File: config.mk
export PLATFORM = sky130hd
export DESIGN_NAME = pc_fetch_sequencer
export DESIGN_NICKNAME = d
export VERILOG_FILES = /design/src/rtl/pc_seq_pkg.sv /design/src/rtl/pc_next_mux.sv /design/src/rtl/pc_fetch_sequencer.sv
export SDC_FILE = /design/constraint.sdc
export NUM_CORES = 1
export LEC_CHECK = 0
export ABC_AREA = 0
export BUFFER_PORTS_ARGS = -buffer_cell sky130_fd_sc_hd__buf_4
export CAP_MARGIN = 10
export CORE_UTILIZATION = 45
export CTS_BUF_LIST = sky130_fd_sc_hd__clkbuf_8
export DETAILED_ROUTE_END_ITERATION = 10
export GPL_ROUTABILITY_DRIVEN = 1
export GPL_TIMING_DRIVEN = 0
export MAX_ROUTING_LAYER = met4
export PLACE_DENSITY = 0.78
export SKIP_CTS_REPAIR_TIMING = 1
export SLEW_MARGIN = 40
export SYNTH_ARGS = -nofsm -noshare
export SYNTH_HDL_FRONTEND = slang
export SYNTH_SLANG_ARGS = --single-unit
File: constraint.sdc
create_clock -name clk -period 3.42 [get_ports clk]
set_input_delay 0.171 -clock clk [delete_from_list [all_inputs] [get_ports clk]]
set_output_delay 0.171 -clock clk [all_outputs]
set_load 0.02 [all_outputs]
File: src/rtl/pc_seq_pkg.sv
// Shared types and constants for the MIPS31 PC fetch sequencer.
// Holds the FSM state encoding, the next-PC select codes and the alignment helper.
package pc_seq_pkg;

   typedef enum logic [1:0] {
      ST_FETCH  = 2'd0,
      ST_EXEC   = 2'd1,
      ST_HALTED = 2'd2,
      ST_FAULT  = 2'd3
   } state_e;

   typedef enum logic [2:0] {
      SEL_SEQ = 3'd0,
      SEL_BR  = 3'd1,
      SEL_JMP = 3'd2,
      SEL_JR  = 3'd3,
      SEL_EXC = 3'd4
   } pc_sel_e;

   localparam logic [31:0] PC_STEP = 32'd4;

   // Instruction addresses must be word aligned.
   function automatic logic is_misaligned(input logic [31:0] addr);
      return (addr[1:0] != 2'b00);
   endfunction

endpackage

File: src/rtl/pc_next_mux.sv
// Combinational next-PC selector: exception > jr > jmp > branch > sequential.
// A misaligned redirect target is turned into an exception to the vector.
module pc_next_mux
   import pc_seq_pkg::*;
(
   input  logic [31:0] pc,
   input  logic        exc,
   input  logic        jr,
   input  logic [31:0] jr_target,
   input  logic        jmp,
   input  logic [31:0] jmp_target,
   input  logic        br_taken,
   input  logic [31:0] br_target,
   input  logic [31:0] exc_vector,
   output logic [31:0] next_pc,
   output logic        take_exc,
   output logic        misalign
);

   pc_sel_e     sel_s;
   logic [31:0] target_s;
   logic        redirect_s;
   logic        misalign_s;

   // Priority selection of the candidate next PC.
   always_comb begin
      sel_s    = SEL_SEQ;
      target_s = pc + PC_STEP;
      if (exc) begin
         sel_s    = SEL_EXC;
         target_s = exc_vector;
      end else if (jr) begin
         sel_s    = SEL_JR;
         target_s = jr_target;
      end else if (jmp) begin
         sel_s    = SEL_JMP;
         target_s = jmp_target;
      end else if (br_taken) begin
         sel_s    = SEL_BR;
         target_s = br_target;
      end else begin
         sel_s    = SEL_SEQ;
         target_s = pc + PC_STEP;
      end
   end

   // Alignment check on redirects only; the vector itself is trusted.
   always_comb begin
      redirect_s = 1'b0;
      case (sel_s)
         SEL_JR, SEL_JMP, SEL_BR: redirect_s = 1'b1;
         default:                 redirect_s = 1'b0;
      endcase
      misalign_s = redirect_s & is_misaligned(target_s);
      take_exc   = (sel_s == SEL_EXC) | misalign_s;
      misalign   = misalign_s;
      if (take_exc) begin
         next_pc = exc_vector;
      end else begin
         next_pc = target_s;
      end
   end

endmodule

File: src/rtl/pc_fetch_sequencer.sv
// Program counter sequencer for the multicycle MIPS31 core: fetch, wait for
// ack, present the instruction, then update PC/EPC with single-cycle write pulses.
module pc_fetch_sequencer
   import pc_seq_pkg::*;
#(
   parameter logic [31:0] RESET_PC      = 32'h0040_0000,
   parameter logic [31:0] EXC_VECTOR    = 32'h0040_0004,
   parameter int unsigned FETCH_TIMEOUT = 16
)
(
   input  logic        clk,
   input  logic        rst,
   output logic        imem_req,
   output logic [31:0] imem_addr,
   input  logic        imem_ack,
   input  logic [31:0] imem_rdata,
   output logic        instr_valid,
   output logic [31:0] instr_out,
   input  logic        stall,
   input  logic        br_taken,
   input  logic [31:0] br_target,
   input  logic        jmp,
   input  logic [31:0] jmp_target,
   input  logic        jr,
   input  logic [31:0] jr_target,
   input  logic        exc,
   input  logic        halt,
   output logic [31:0] pc_out,
   output logic        pc_we,
   output logic [31:0] epc_out,
   output logic        epc_we,
   output logic        fetch_err,
   output logic        misalign
);

   localparam logic [7:0] CNT_LAST = 8'(FETCH_TIMEOUT - 1);

   state_e      state_r, state_nxt_s;
   logic [31:0] pc_r, pc_nxt_s;
   logic [31:0] instr_r, instr_nxt_s;
   logic [31:0] epc_r, epc_nxt_s;
   logic [7:0]  cnt_r, cnt_nxt_s;
   logic        pc_we_r, pc_we_nxt_s;
   logic        epc_we_r, epc_we_nxt_s;
   logic        misalign_r, misalign_nxt_s;
   logic        fetch_err_r, fetch_err_nxt_s;

   logic [31:0] mux_next_pc_s;
   logic        mux_take_exc_s;
   logic        mux_misalign_s;

   pc_next_mux u_pc_next_mux (
      .pc         (pc_r),
      .exc        (exc),
      .jr         (jr),
      .jr_target  (jr_target),
      .jmp        (jmp),
      .jmp_target (jmp_target),
      .br_taken   (br_taken),
      .br_target  (br_target),
      .exc_vector (EXC_VECTOR),
      .next_pc    (mux_next_pc_s),
      .take_exc   (mux_take_exc_s),
      .misalign   (mux_misalign_s)
   );

   // Next-state and next-register computation.
   always_comb begin
      state_nxt_s     = state_r;
      pc_nxt_s        = pc_r;
      instr_nxt_s     = instr_r;
      epc_nxt_s       = epc_r;
      cnt_nxt_s       = cnt_r;
      pc_we_nxt_s     = 1'b0;
      epc_we_nxt_s    = 1'b0;
      misalign_nxt_s  = 1'b0;
      fetch_err_nxt_s = fetch_err_r;
      case (state_r)
         ST_FETCH: begin
            if (imem_ack) begin
               instr_nxt_s = imem_rdata;
               cnt_nxt_s   = 8'd0;
               state_nxt_s = ST_EXEC;
            end else if (cnt_r == CNT_LAST) begin
               state_nxt_s     = ST_FAULT;
               fetch_err_nxt_s = 1'b1;
            end else begin
               cnt_nxt_s = cnt_r + 8'd1;
            end
         end
         ST_EXEC: begin
            if (stall) begin
               state_nxt_s = ST_EXEC;
            end else if (halt) begin
               state_nxt_s = ST_HALTED;
            end else begin
               state_nxt_s    = ST_FETCH;
               pc_nxt_s       = mux_next_pc_s;
               pc_we_nxt_s    = 1'b1;
               misalign_nxt_s = mux_misalign_s;
               if (mux_take_exc_s) begin
                  epc_nxt_s    = pc_r;
                  epc_we_nxt_s = 1'b1;
               end else begin
                  epc_nxt_s    = epc_r;
                  epc_we_nxt_s = 1'b0;
               end
            end
         end
         ST_HALTED: begin
            state_nxt_s = ST_HALTED;
         end
         ST_FAULT: begin
            state_nxt_s     = ST_FAULT;
            fetch_err_nxt_s = 1'b1;
         end
         default: begin
            state_nxt_s = ST_FETCH;
         end
      endcase
   end

   // State and output registers with synchronous reset.
   always_ff @(posedge clk) begin
      if (rst) begin
         state_r     <= ST_FETCH;
         pc_r        <= RESET_PC;
         instr_r     <= 32'd0;
         epc_r       <= 32'd0;
         cnt_r       <= 8'd0;
         pc_we_r     <= 1'b0;
         epc_we_r    <= 1'b0;
         misalign_r  <= 1'b0;
         fetch_err_r <= 1'b0;
      end else begin
         state_r     <= state_nxt_s;
         pc_r        <= pc_nxt_s;
         instr_r     <= instr_nxt_s;
         epc_r       <= epc_nxt_s;
         cnt_r       <= cnt_nxt_s;
         pc_we_r     <= pc_we_nxt_s;
         epc_we_r    <= epc_we_nxt_s;
         misalign_r  <= misalign_nxt_s;
         fetch_err_r <= fetch_err_nxt_s;
      end
   end

   assign imem_req    = (state_r == ST_FETCH);
   assign imem_addr   = pc_r;
   assign instr_valid = (state_r == ST_EXEC);
   assign instr_out   = instr_r;
   assign pc_out      = pc_r;
   assign pc_we       = pc_we_r;
   assign epc_out     = epc_r;
   assign epc_we      = epc_we_r;
   assign fetch_err   = fetch_err_r;
   assign misalign    = misalign_r;

endmodule

=== Word level (Yosys, flattened, before mapping) ===
Cells that the tools add are included.

* Mux-type cells: 22
* Bitwise gates (word level): 5
* Equal/unequal tests: 12
* Reductions and logical operators: 11
* $add $sub $neg: 2

{| class="wikitable"
|+ Operator list
! cell !! count
|-
| 2-to-1 mux 32 bit || 5
|-
| adder 32 x 3 -> 32 bit (second input constant) || 1
|-
| 2-to-1 mux 8 bit || 2
|-
| 2-to-1 mux 3 bit || 3
|-
| adder 8 x 1 -> 8 bit (second input constant) || 1
|-
| equality test 8 x 4 -> 1 bit (second input constant) || 1
|-
| 2-to-1 mux 2 bit || 4
|-
| case mux 2 bit (4 select lines) || 1
|-
| equality test 3 x 2 -> 1 bit (second input constant) || 2
|-
| 2-to-1 mux 1 bit || 6
|-
| AND reduction 3 bit || 2
|-
| OR reduction 3 bit || 2
|-
| equality test 2 bit (second input constant) || 2
|-
| != test 2 bit (second input constant) || 2
|-
| AND reduction 2 bit || 2
|-
| AND reduction 4 bit || 1
|-
| nonzero test 2 bit || 2
|-
| OR reduction 4 bit || 1
|-
| equality test 3 x 1 -> 1 bit (second input constant) || 1
|-
| equality test 3 bit (second input constant) || 1
|-
| != test 3 x 1 -> 1 bit (second input constant) || 1
|-
| inverter 1 bit || 3
|-
| equality test 2 x 1 -> 1 bit (second input constant) || 1
|-
| logical NOT 2 bit || 1
|-
| 4 further kinds || 4
|}

* Output and inout bits: 134
* Input port bits: 137
* Word-level logic and storage cells: 61
* Register bits: 110

=== Depth between registers and ports, before layout ===
Gate-level depths: netlist (run 1).

* Depth after elaboration: 10
* Gate-level depth with buffers: 10
* Depth with buffers taken out: 8

=== Hierarchy ===
A second synthesis (run 1) with hierarchy kept.

* Cell total of the unflattened synthesis: 837
* Area total of the unflattened synthesis: 6090.8 sq um

{| class="wikitable"
|+ By module, submodules not included
! module !! area an instance (sq um) !! cells an instance !! times used !! seq. area each (sq um)
|-
| pc_fetch_sequencer || 4232.8 || 534 || 1 || 2202.1
|-
| pc_next_mux || 1858.0 || 303 || 1 || 0.0
|}

=== Worst setup path before layout (run 1) ===
OpenSTA, ideal clock, no wires.

* Path kind: reg2reg
* Start: register state_r[1]
* End: register pc_r[22], in the netlist imem_addr[22]
* Cell stages (with the launch flop): 10
* Setup time: 128 ps
* Path buffers: 2
* Data required time: 3292 ps
* Clock period less this slack: 2218 ps
* Data arrival time: 2091 ps
* Path slack: 1202 ps
* Path through: dfxtp_1 -> inv_1 -> ha_1 -> or3b_2 -> clkbuf_1 -> nor3_4 -> nand2_1 -> buf_2 -> a221oi_1 -> a21oi_1

* Word-level cells in the longest chain between the ends: 2

{| class="wikitable"
|+ RTL lines
! item !! RTL line !! RTL
|-
| from (decl) || pc_fetch_sequencer.sv:38 || <nowiki>state_e state_r, state_nxt_s;</nowiki>
|-
| from (signal assigned) || pc_fetch_sequencer.sv:136 || <nowiki>state_r <= state_nxt_s;</nowiki>
|-
| equality test 2 x 1 -> 1 bit || n/a ||
|-
| net instr_valid || pc_fetch_sequencer.sv:17 || <nowiki>output logic instr_valid,</nowiki>
|-
| AND reduction 3 bit (no source line) || n/a ||
|-
| to (signal assigned) || pc_fetch_sequencer.sv:137 || <nowiki>pc_r <= pc_nxt_s;</nowiki>
|-
| to (decl) || pc_fetch_sequencer.sv:39 || <nowiki>logic [31:0] pc_r, pc_nxt_s;</nowiki>
|}

The timed path passes the listed nets, and every way through them passes these cells.
A chain may end at the register's enable or synchronous reset.

=== Final worst setup path (run 1) ===
* Start: register state_r[1]
* End: register pc_r[22], in the netlist imem_addr[22]

* Word-level cells in the longest chain between the ends: 2

{| class="wikitable"
|+ RTL lines
! item !! RTL line !! RTL
|-
| equality test 2 x 1 -> 1 bit || pc_fetch_sequencer.sv:78 || <nowiki>case (state_r)</nowiki>
|-
| AND reduction 3 bit (no source line) || n/a ||
|}

Every way passes these cells.

==> flow_summary_export.csv, run 1 <==
group,metric,value,unit
global_routing,grt_use_met3,8.82,%
timing,setup_tns,0,ps
cells_and_area,drive_above_1_share,33.4,%
setup_path,critPathArrivalTime,2890,ps
yosys,ys_seq_area_share,39.2,%
global_routing,grt_busiest_layer,"met2",
routing,firstDrtPassIters,6,
timing,slew-limit-headroom,54.4,%
clocking,clock_sinks,110,
cells_and_area,area_growth,42.8,%
yosys,synth_area,5620,um2
clocking,clkTransAtPathRegs,100,ps
cells_and_area,antenna_cells,0,
yosys,synth_warnings,0,
outcome,status,"complete, no violations",
timing,hold_violations,0,
floorplan,die_x,114,um
timing,worst_slew_pin_slew,682,ps
routing,vias,6315,
global_routing,grt_use_met1,35.8,%
clocking,tritoncts,"built",
job,maxCapViolCount,0,
yosys,synth_ff_type,"dfxtp_1",
routing,drt_iter0_drc,573,
timing,rsz0062_at_grt,"no",
routing,detail-route-antenna-nets,0,
placed_design,io_buffers,269,
timing,setup_violations,0,
power,finalPower,3.10,mW
floorplan,std_cell_rows,40,
clocking,cts-root-buf,"clkbuf_8",
cells_and_area,final_util,66.2,%
routing,viasPerCell,5.37,
cells_and_area,fin_nets,1148,
yosys,synthCells,724,
setup_path,cp-start-kind,"flop",
timing,period_share,76.7,%
min_path,min_path_type,"in2reg",
clocking,clockBufferDepth,2,
yosys,ys_types,55,
routing,routedWlPerCell,16.9,um
yosys,ys_ff_latch,110,
global_routing,grtUsageMet2,51.6,%
power,leakage,3.53,nW
setup_path,path_class,"reg2reg",
cells_and_area,post-route-cell-area,8020,um2
power,power_density,387,nW/um2
yosys,syn-mean-instance-area,7.76,um2
timing,timing.final.crit_period,2620,ps
yosys,synth_edf_count,0,
floorplan,core-area,12100,um2
global_routing,grt_pass1_vias,5685,
setup_path,path_max_fanout,10,
global_routing,grt_pass1_wl,29800,um
timing,fmax,381,MHz
cells_and_area,mostFrequentLayoutCell,"buf_4",
floorplan,start_util,46.4,%
routing,drcViolationCount,0,
floorplan,die_h,114,um
placed_design,place_hpwl,15200,um
setup_path,required,3690,ps
clocking,clk_latency,390,ps
clocking,htreeDepth,3,
cells_and_area,mostFrequentLayoutCells,"buf_4, nand2_1, dfxtp_1",
power,ir_worst_vdd,0.000273,V
global_routing,gr-usage-all-layers,31.0,%
global_routing,grt_max_degree,18,
placed_design,routabilityCongestion,0.921,
floorplan,ios,271,
floorplan,die_area,12900,um2
yosys,synthArstFlopShare,0,%
timing,skew,5.78,ps
routing,drt_wl_total,19900,um
clocking,numCtsBuffers,9,
setup_path,end_kind,"flop",
global_routing,grt_antenna_before_repair,0,
placed_design,post_dp_cell_area,7850,um2
global_routing,grt.overflow.total,0,
yosys,syn_nets,867,
timing,slew_violations,0,
-- cells by family after synthesis --
logic type      Yosys count  synth area share, %
mux                       8                 1.43
compound gates          194                 22.1
buf+inv                  92                 8.77
simple gates            291                 23.6
flops                   110                 39.2
fa+ha+maj                 6                 1.34
xor+xnor                 23                 3.59
-- flip-flops by register name, summed over array words and instances (netlist names) --
register   count
fetch_err      1
epc_out       32
cnt_r          8
imem_addr     32
state_r        2
instr_out     32
misalign       1
pc_we          1
epc_we         1
-- critical path: stages (launching register included) --
cell,delay (ps)
dfxtp_1,340
inv_1,100
ha_1,230
or3b_2,450
clkbuf_1,270
nor3_4,270
nand2_1,210
buf_2,260
a221oi_1,280
a21oi_1,100
-- power breakdown --
part	internal [mW]	total (mW)	leakage [nW]	switching [mW]
Clock	0.262	0.721	0.0847	0.459
Combinational	0.392	0.941	2.55	0.549
Sequential	1.37	1.44	0.892	0.0671
-- metrics by stage --
step           setup WS, ps  hold slack [ps]  instances
2_1_floorplan          1200              307        724
3_3_place_gp            882              420       1161
3_5_place_dp            871              425       1161
4_1_cts                 854             11.2       1176
5_1_grt                 614             1.09       1177
6_report                798             21.5       1177
-- final timing paths --
check	start	endpoint	slack, ps	cells past startpoint
hold reg to reg	instr_out[14]	instr_out[14]	460	2
setup reg to reg	state_r[1]	imem_addr[22]	800	9
hold / removal	imem_rdata[2]	instr_out[2]	20	3
setup / recovery	state_r[1]	imem_addr[22]	800	9
-- routing by layer --
metal	wire, um	vias up
met5	0	-
li1	-	3063
met2	9950	322
met4	569	0
met1	7600	2887
met3	1810	43
-- synthesized netlist by cell type (3+ instances only) --
cell type	n	area share, %
buf_1	6	0.40
nand4_1	8	0.89
mux2i_1	8	1.4
dfxtp_1	110	39
o31ai_1	5	0.67
nand3_1	19	1.7
ha_1	6	1.3
and2_1	3	0.33
nor3b_1	3	0.40
buf_4	36	4.8
nor2b_1	6	0.67
xor2_1	15	2.3
o21ai_0	46	4.1
inv_1	9	0.60
nor4_1	4	0.45
a21oi_1	84	7.5
nor3_1	12	1.1
a32oi_1	3	0.47
and3_1	8	0.89
and4_1	7	1.1
nor2_1	34	2.3
nand2_1	169	11
a221o_1	8	1.4
clkbuf_1	31	2.1
xnor2_1	8	1.2
a211oi_1	5	0.67
buf_2	9	0.80
nand2b_1	8	0.89
a22oi_1	4	0.53
a221oi_1	17	2.7
-- area by class of cell --
cell class                      instances  area, um2
Timing Repair Buffer                  270       2030
Fill cell                            1137       4090
Tap cell                              168        210
Sequential cell                       110       2200
Buffer                                 83        459
Inverter                                9       33.8
Clock buffer                            9        124
Multi-Input combinational cell        522       2920
Clock inverter                          6       40.0
No activity file was read; power rests on OpenSTA's default activity.
==> run 2, diff against run 1 <==
==> constraint.sdc (replaced) <==
create_clock -name clk -period 2.73 [get_ports clk]
set_input_delay 0.1365 -clock clk [delete_from_list [all_inputs] [get_ports clk]]
set_output_delay 0.1365 -clock clk [all_outputs]
set_load 0.02 [all_outputs]
==> flow_summary_export.csv, run 2 (synthesized netlist as in run 1, its figures left out) <==
group,metric,value,unit
min_path,hp-start,"imem_rdata[7]",
timing,skew,4.49,ps
setup_path,crit_slowest_cell,"or3b_2",
setup_path,crit_path_start,"state_r[1]",
job,maxCapViolCount,0,
setup_path,path_class,"reg2reg",
cells_and_area,area_growth,47.3,%
setup_path,r2r_setup_slack,110,ps
cells_and_area,drive_above_1_share,32.8,%
routing,drt_wl_total,20600,um
cells_and_area,mostFrequentLayoutCell,"buf_4",
timing,timing.final.crit_period,2620,ps
power,leakage,3.64,nW
clocking,clk_latency,380,ps
floorplan,die_h,114,um
routing,vias,6487,
floorplan,std_cell_rows,40,
placed_design,post_dp_cell_area,7850,um2
floorplan,die_x,114,um
min_path,hold_depth,3,
power,p_sw_share,34.7,%
clocking,clkTransAtPathRegs,100,ps
power,ir_worst_vdd,0.000341,V
power,switchingPower,1.36,mW
min_path,hold_end,"instr_out[7]",
routing,routedWlPerCell,17.1,um
routing,viasPerCell,5.40,
routing,firstDrtPassIters,5,
setup_path,cp_num_buf_inv,4,
min_path,min_path_type,"in2reg",
setup_path,cp-start-kind,"flop",
power,power_density,475,nW/um2
clocking,clock_sinks,110,
placed_design,io_buffers,269,
clocking,clockBufferDepth,2,
global_routing,grt_antenna_before_repair,0,
power,p_seq_share,46.0,%
setup_path,end_kind,"flop",
timing,slew_violations,0,
timing,worst_slew_pin_slew,670,ps
timing,setup_violations,0,
timing,slew-limit-headroom,55.2,%
power,power.internal,2.56,mW
setup_path,path_max_fanout,10,
floorplan,core-area,12100,um2
setup_path,path_cells,"inv_1, ha_1, or3b_2, clkbuf_1, nor3_4, and2_1, buf_2, buf_4, o21ai_0, a32oi_1",
cells_and_area,post-route-cell-area,8280,um2
global_routing,gr-usage-all-layers,31.0,%
floorplan,die_area,12900,um2
power,p_clk_share,23.1,%
timing,period_share,96.0,%
setup_path,critPathArrivalTime,2940,ps
floorplan,ios,271,
timing,setup_tns,0,ps
timing,fmax,382,MHz
global_routing,grt.overflow.total,0,
cells_and_area,mostFrequentLayoutCells,"buf_4, nand2_1, dfxtp_1",
placed_design,place_hpwl,15200,um
global_routing,grt_max_degree,18,
setup_path,cp_top_family,"simple AND/OR/NAND/NOR gates",
power,p_comb_share,30.9,%
setup_path,max_stage_delay,450,ps
setup_path,r2r_end,"imem_addr[25]",
setup_path,reg2reg_depth,10,
clocking,cts-root-buf,"clkbuf_8",
outcome,status,"complete, no violations",
global_routing,grt_pass1_vias,5685,
cells_and_area,fin_nets,1173,
floorplan,start_util,46.4,%
clocking,tritoncts,"built",
setup_path,r2r-start,"state_r[1]",
clocking,numCtsBuffers,9,
timing,hold_violations,0,
setup_path,required,3050,ps
placed_design,routabilityCongestion,0.921,
routing,drt_iter0_drc,566,
clocking,htreeDepth,3,
timing,hold-worst-slack,2.56,ps
global_routing,grt_pass1_wl,29800,um
routing,detail-route-antenna-nets,0,
routing,drcViolationCount,0,
cells_and_area,antenna_cells,0,
run 2: cell type report:
class	instances	area, um2
repair buffers	295	2280
multi-input cells	522	2930
clock inverters	6	40.0
inverters	9	33.8
plain buffers	83	460
clock buffers	9	124
fillers	1076	3840
flip-flops and latches	110	2200
well taps	168	210
run 2: power by group through the flow:
stage | Clock [mW] | Sequential (mW) | Combinational (mW)
2_1_floorplan | 0 | 1.95 | 0.543
3_3_place_gp | 0 | 1.84 | 1.16
3_5_place_dp | 0 | 1.84 | 1.17
4_1_cts | 0.921 | 1.80 | 1.18
5_1_grt | 0.992 | 1.82 | 1.31
6_report | 0.906 | 1.81 | 1.21
run 2: routing by layer:
metal,GRT usage (%),wire length [um],part of all wire [%],vias up
li1,-,-,-,3112
met1,35.8,7840,38,2998
met2,51.6,10400,50,328
met3,8.82,1770,8.6,49
met4,10.4,590,2.9,0
met5,-,0,0,-
run 2: per-stage QoR:
stage	worst slack, ps	power (mW)	cells	util (%)
floorplan	512	2.49	724	-
global placement	192	3.00	1161	64.8
detailed placement	181	3.01	1161	64.8
CTS	164	3.90	1176	66.1
global route	-13.6	4.13	1202	68.3
finish	110	3.93	1202	68.3
run 2: worst reg2reg max path: cells and delay by family (launching register included):
family                   cells  cell delay, ps
flip-flops                   1             340
AO/OA/AOI/OAI                2             290
AND/OR/NAND/NOR              3             900
buffers and inverters        4             790
adder cells (fa/ha/maj)      1             230
run 2: worst max path at each step:
| stage | to | depth (start not counted) |
|---|---|---|
| 2_1_floorplan | imem_addr[22] | 9 |
| 3_5_place_dp | imem_addr[22] | 9 |
| 6_report | imem_addr[25] | 10 |
| 5_1_grt | imem_addr[25] | 10 |
| 4_1_cts | imem_addr[22] | 9 |
| 3_3_place_gp | imem_addr[22] | 9 |
==> run 3, diff against run 2 <==
--- a/config.mk
+++ b/config.mk
@@ -5,7 +5,8 @@
 export SDC_FILE = /design/constraint.sdc
 export NUM_CORES = 1
 export LEC_CHECK = 0
-export ABC_AREA = 0
+export ABC_AREA = 1
+export ABC_CLOCK_PERIOD_IN_PS = 3300
 export BUFFER_PORTS_ARGS = -buffer_cell sky130_fd_sc_hd__buf_4
 export CAP_MARGIN = 10
 export CORE_UTILIZATION = 45
@@ -14,7 +15,7 @@
 export GPL_ROUTABILITY_DRIVEN = 1
 export GPL_TIMING_DRIVEN = 0
 export MAX_ROUTING_LAYER = met4
-export PLACE_DENSITY = 0.78
+export PLACE_DENSITY = 0.76
 export SKIP_CTS_REPAIR_TIMING = 1
 export SLEW_MARGIN = 40
 export SYNTH_ARGS = -nofsm -noshare
==> constraint.sdc (replaced) <==
create_clock -name clk -period 3.3 [get_ports clk]
set_input_delay 0.165 -clock clk [delete_from_list [all_inputs] [get_ports clk]]
set_output_delay 0.165 -clock clk [all_outputs]
set_load 0.02 [all_outputs]
==> flow_summary_export.csv, run 3 <==
group,metric,value,unit
outcome,status,"complete, no violations",
routing,detail-route-antenna-nets,0,
cells_and_area,mostFrequentLayoutCells,"buf_4, nand2_1, nor2_1",
cells_and_area,fillCellCount,1347,
yosys,synth_warnings,0,
placed_design,place_hpwl,17700,um
setup_path,end_kind,"flop",
setup_path,cp-start-kind,"flop",
floorplan,die_x,119,um
global_routing,grt_antenna_before_repair,0,
yosys,synth_area,6210,um2
floorplan,die_area,14300,um2
routing,viasPerCell,5.22,
timing,period_share,65.5,%
routing,routedWlPerCell,15.9,um
timing,worst_slew_pin_slew,638,ps
clocking,numCtsBuffers,9,
timing,slew-limit-headroom,57.4,%
timing,skew,17.0,ps
timing,setup_tns,0,ps
yosys,synth_top_family_by_area,"simple AND/OR/NAND/NOR gates",
routing,drcViolationCount,0,
yosys,synth_top_area_share,35.5,%
yosys,syn_nets,1133,
yosys,yosysMostFrequentCell,"nand2_1",
timing,setup_violations,0,
cells_and_area,final_cells,1450,
floorplan,core-area,13300,um2
setup_path,timing.critical_path.mode_cell,"nand2_1",
timing,setup_ws,1140,ps
floorplan,ios,271,
setup_path,path_max_fanout,8,
yosys,synthSimpleGateAreaFrac,37.3,%
cells_and_area,post-route-cell-area,8660,um2
timing,rsz0062_at_grt,"no",
placed_design,routabilityCongestion,0.962,
power,ir_worst_vdd,0.000489,V
yosys,synth_compound_area_share,14.4,%
setup_path,cp_num_buf_inv,0,
placed_design,io_buffers,268,
power,finalPower,3.66,mW
clocking,clkTransAtPathRegs,110,ps
cells_and_area,fin_nets,1412,
global_routing,grt_pass1_wl,35600,um
yosys,synth_edf_count,0,
routing,vias,7573,
setup_path,path_cells,"ha_1, nand2_1, nor2_2, nand2_1, nor2_2, nand3_1, nand3_1, nand2_1, nand2_1, nand2_1, nand2_1, a21oi_1",
setup_path,critPathArrivalTime,2420,ps
yosys,synth.top_cells.by_area,"dfxtp_1, nand2_1, nor2_1",
timing,fmax,462,MHz
power,leakage,3.88,nW
yosys,synthXorXnorAreaFrac,0.423,%
min_path,min_path_type,"in2reg",
setup_path,crit_slowest_cell,"dfxtp_1",
setup_path,path_class,"reg2reg",
setup_path,required,3560,ps
yosys,yosys.area_share.adder,1.21,%
cells_and_area,antenna_cells,0,
timing,hold_violations,0,
yosys,synth_ff_type,"dfxtp_1",
clocking,clockBufferDepth,2,
clocking,clock_sinks,110,
routing,drt_iter0_drc,559,
yosys,syn-mean-instance-area,6.27,um2
timing,timing.final.crit_period,2160,ps
power,power_density,423,nW/um2
clocking,tritoncts,"built",
cells_and_area,drive_above_1_share,28.3,%
clocking,clk_latency,390,ps
placed_design,placed_cells,1434,
global_routing,grt.overflow.total,0,
yosys,ys_types,37,
global_routing,grt_max_degree,20,
floorplan,std_cell_rows,42,
cells_and_area,mostFrequentLayoutCell,"buf_4",
setup_path,max_stage_delay,520,ps
yosys,ys_seq_area_share,35.5,%
global_routing,grt_pass1_vias,6813,
placed_design,pre_cts_ws,1210,ps
yosys,synthArstFlopShare,0,%
floorplan,start_util,46.5,%
routing,drt_wl_total,23000,um
placed_design,post_dp_cell_area,8440,um2
yosys,ys_top_cells_by_count,"nand2_1, nor2_1, dfxtp_1, a21oi_1, nand3_1",
job,maxCapViolCount,0,
floorplan,die_h,119,um
clocking,cts-root-buf,"clkbuf_8",
global_routing,gr-usage-all-layers,33.1,%
yosys,muxShareOfSynthArea,0,%
yosys,synthCells,990,
routing,firstDrtPassIters,5,
cells_and_area,area_growth,39.4,%
timing,slew_violations,0,
clocking,htreeDepth,3,
yosys,ys_ff_latch,110,
yosys,yosysTopAreaCell,"dfxtp_1",
setup_path,cp_top_family,"simple AND/OR/NAND/NOR gates",
==> run 3: cells by family (layout without fill, tap and decap cells) <==
family / after synthesis / after routing
adders and majority gates: 6 / 6
buffers and inverters: 139 / 423
and+or+nand+nor: 559 / 559
AOI/OAI and AO/OA: 173 / 173
xor gates and xnor gates: 3 / 3
DFF: 110 / 110
==> run 3: area by class of cell <==
cell class | count | area, um2 | area share, %
Tap cell | 176 | 220 | 2.54
Clock inverter | 6 | 77.6 | 0.896
Timing Repair Buffer | 268 | 2010 | 23.2
Sequential cell | 110 | 2200 | 25.4
Multi-Input combinational cell | 741 | 3320 | 38.3
Clock buffer | 10 | 138 | 1.59
Buffer | 83 | 482 | 5.56
Inverter | 56 | 210 | 2.43
==> run 3: final timing paths <==
path	to	slack, ps	cells after the start	startpoint
min reg2reg	epc_out[27]	470	2	epc_out[27]
max	imem_addr[28]	1140	12	imem_addr[2]
min	instr_out[30]	20	3	imem_rdata[30]
max reg2reg	imem_addr[28]	1140	12	imem_addr[2]
==> run 3: metrics by stage <==
stage,hold slack (ps),utilization (%)
CTS,0.944,64.9
finish,17.3,64.9
floorplan,332,-
global placement,415,63.3
global route,9.66,64.9
detailed placement,423,63.3
==> run 3: worst reg2reg max path, delay by kind of cell, from the launching register on <==
family                   cells  cell delay [ps]
AND/OR/NAND/NOR             10             1190
AO/OA/AOI/OAI                1               70
flip-flops                   1              520
adder cells (fa/ha/maj)      1              250
==> run 3: per-layer routing <==
layer | share of wire (%) | vias up | wire length [um] | track usage (%)
li1 | - | 3696 | - | -
met1 | 41 | 3448 | 9540 | 41.6
met2 | 46 | 374 | 10700 | 51.8
met3 | 9.5 | 55 | 2180 | 7.18
met4 | 2.9 | 0 | 666 | 12.4
met5 | 0 | - | 0 | -
==> run 3: report_power, final <==
group	total [mW]	internal [mW]	switching [mW]
Clock	0.898	0.387	0.511
Combinational	1.20	0.485	0.716
Sequential	1.56	1.46	0.0976
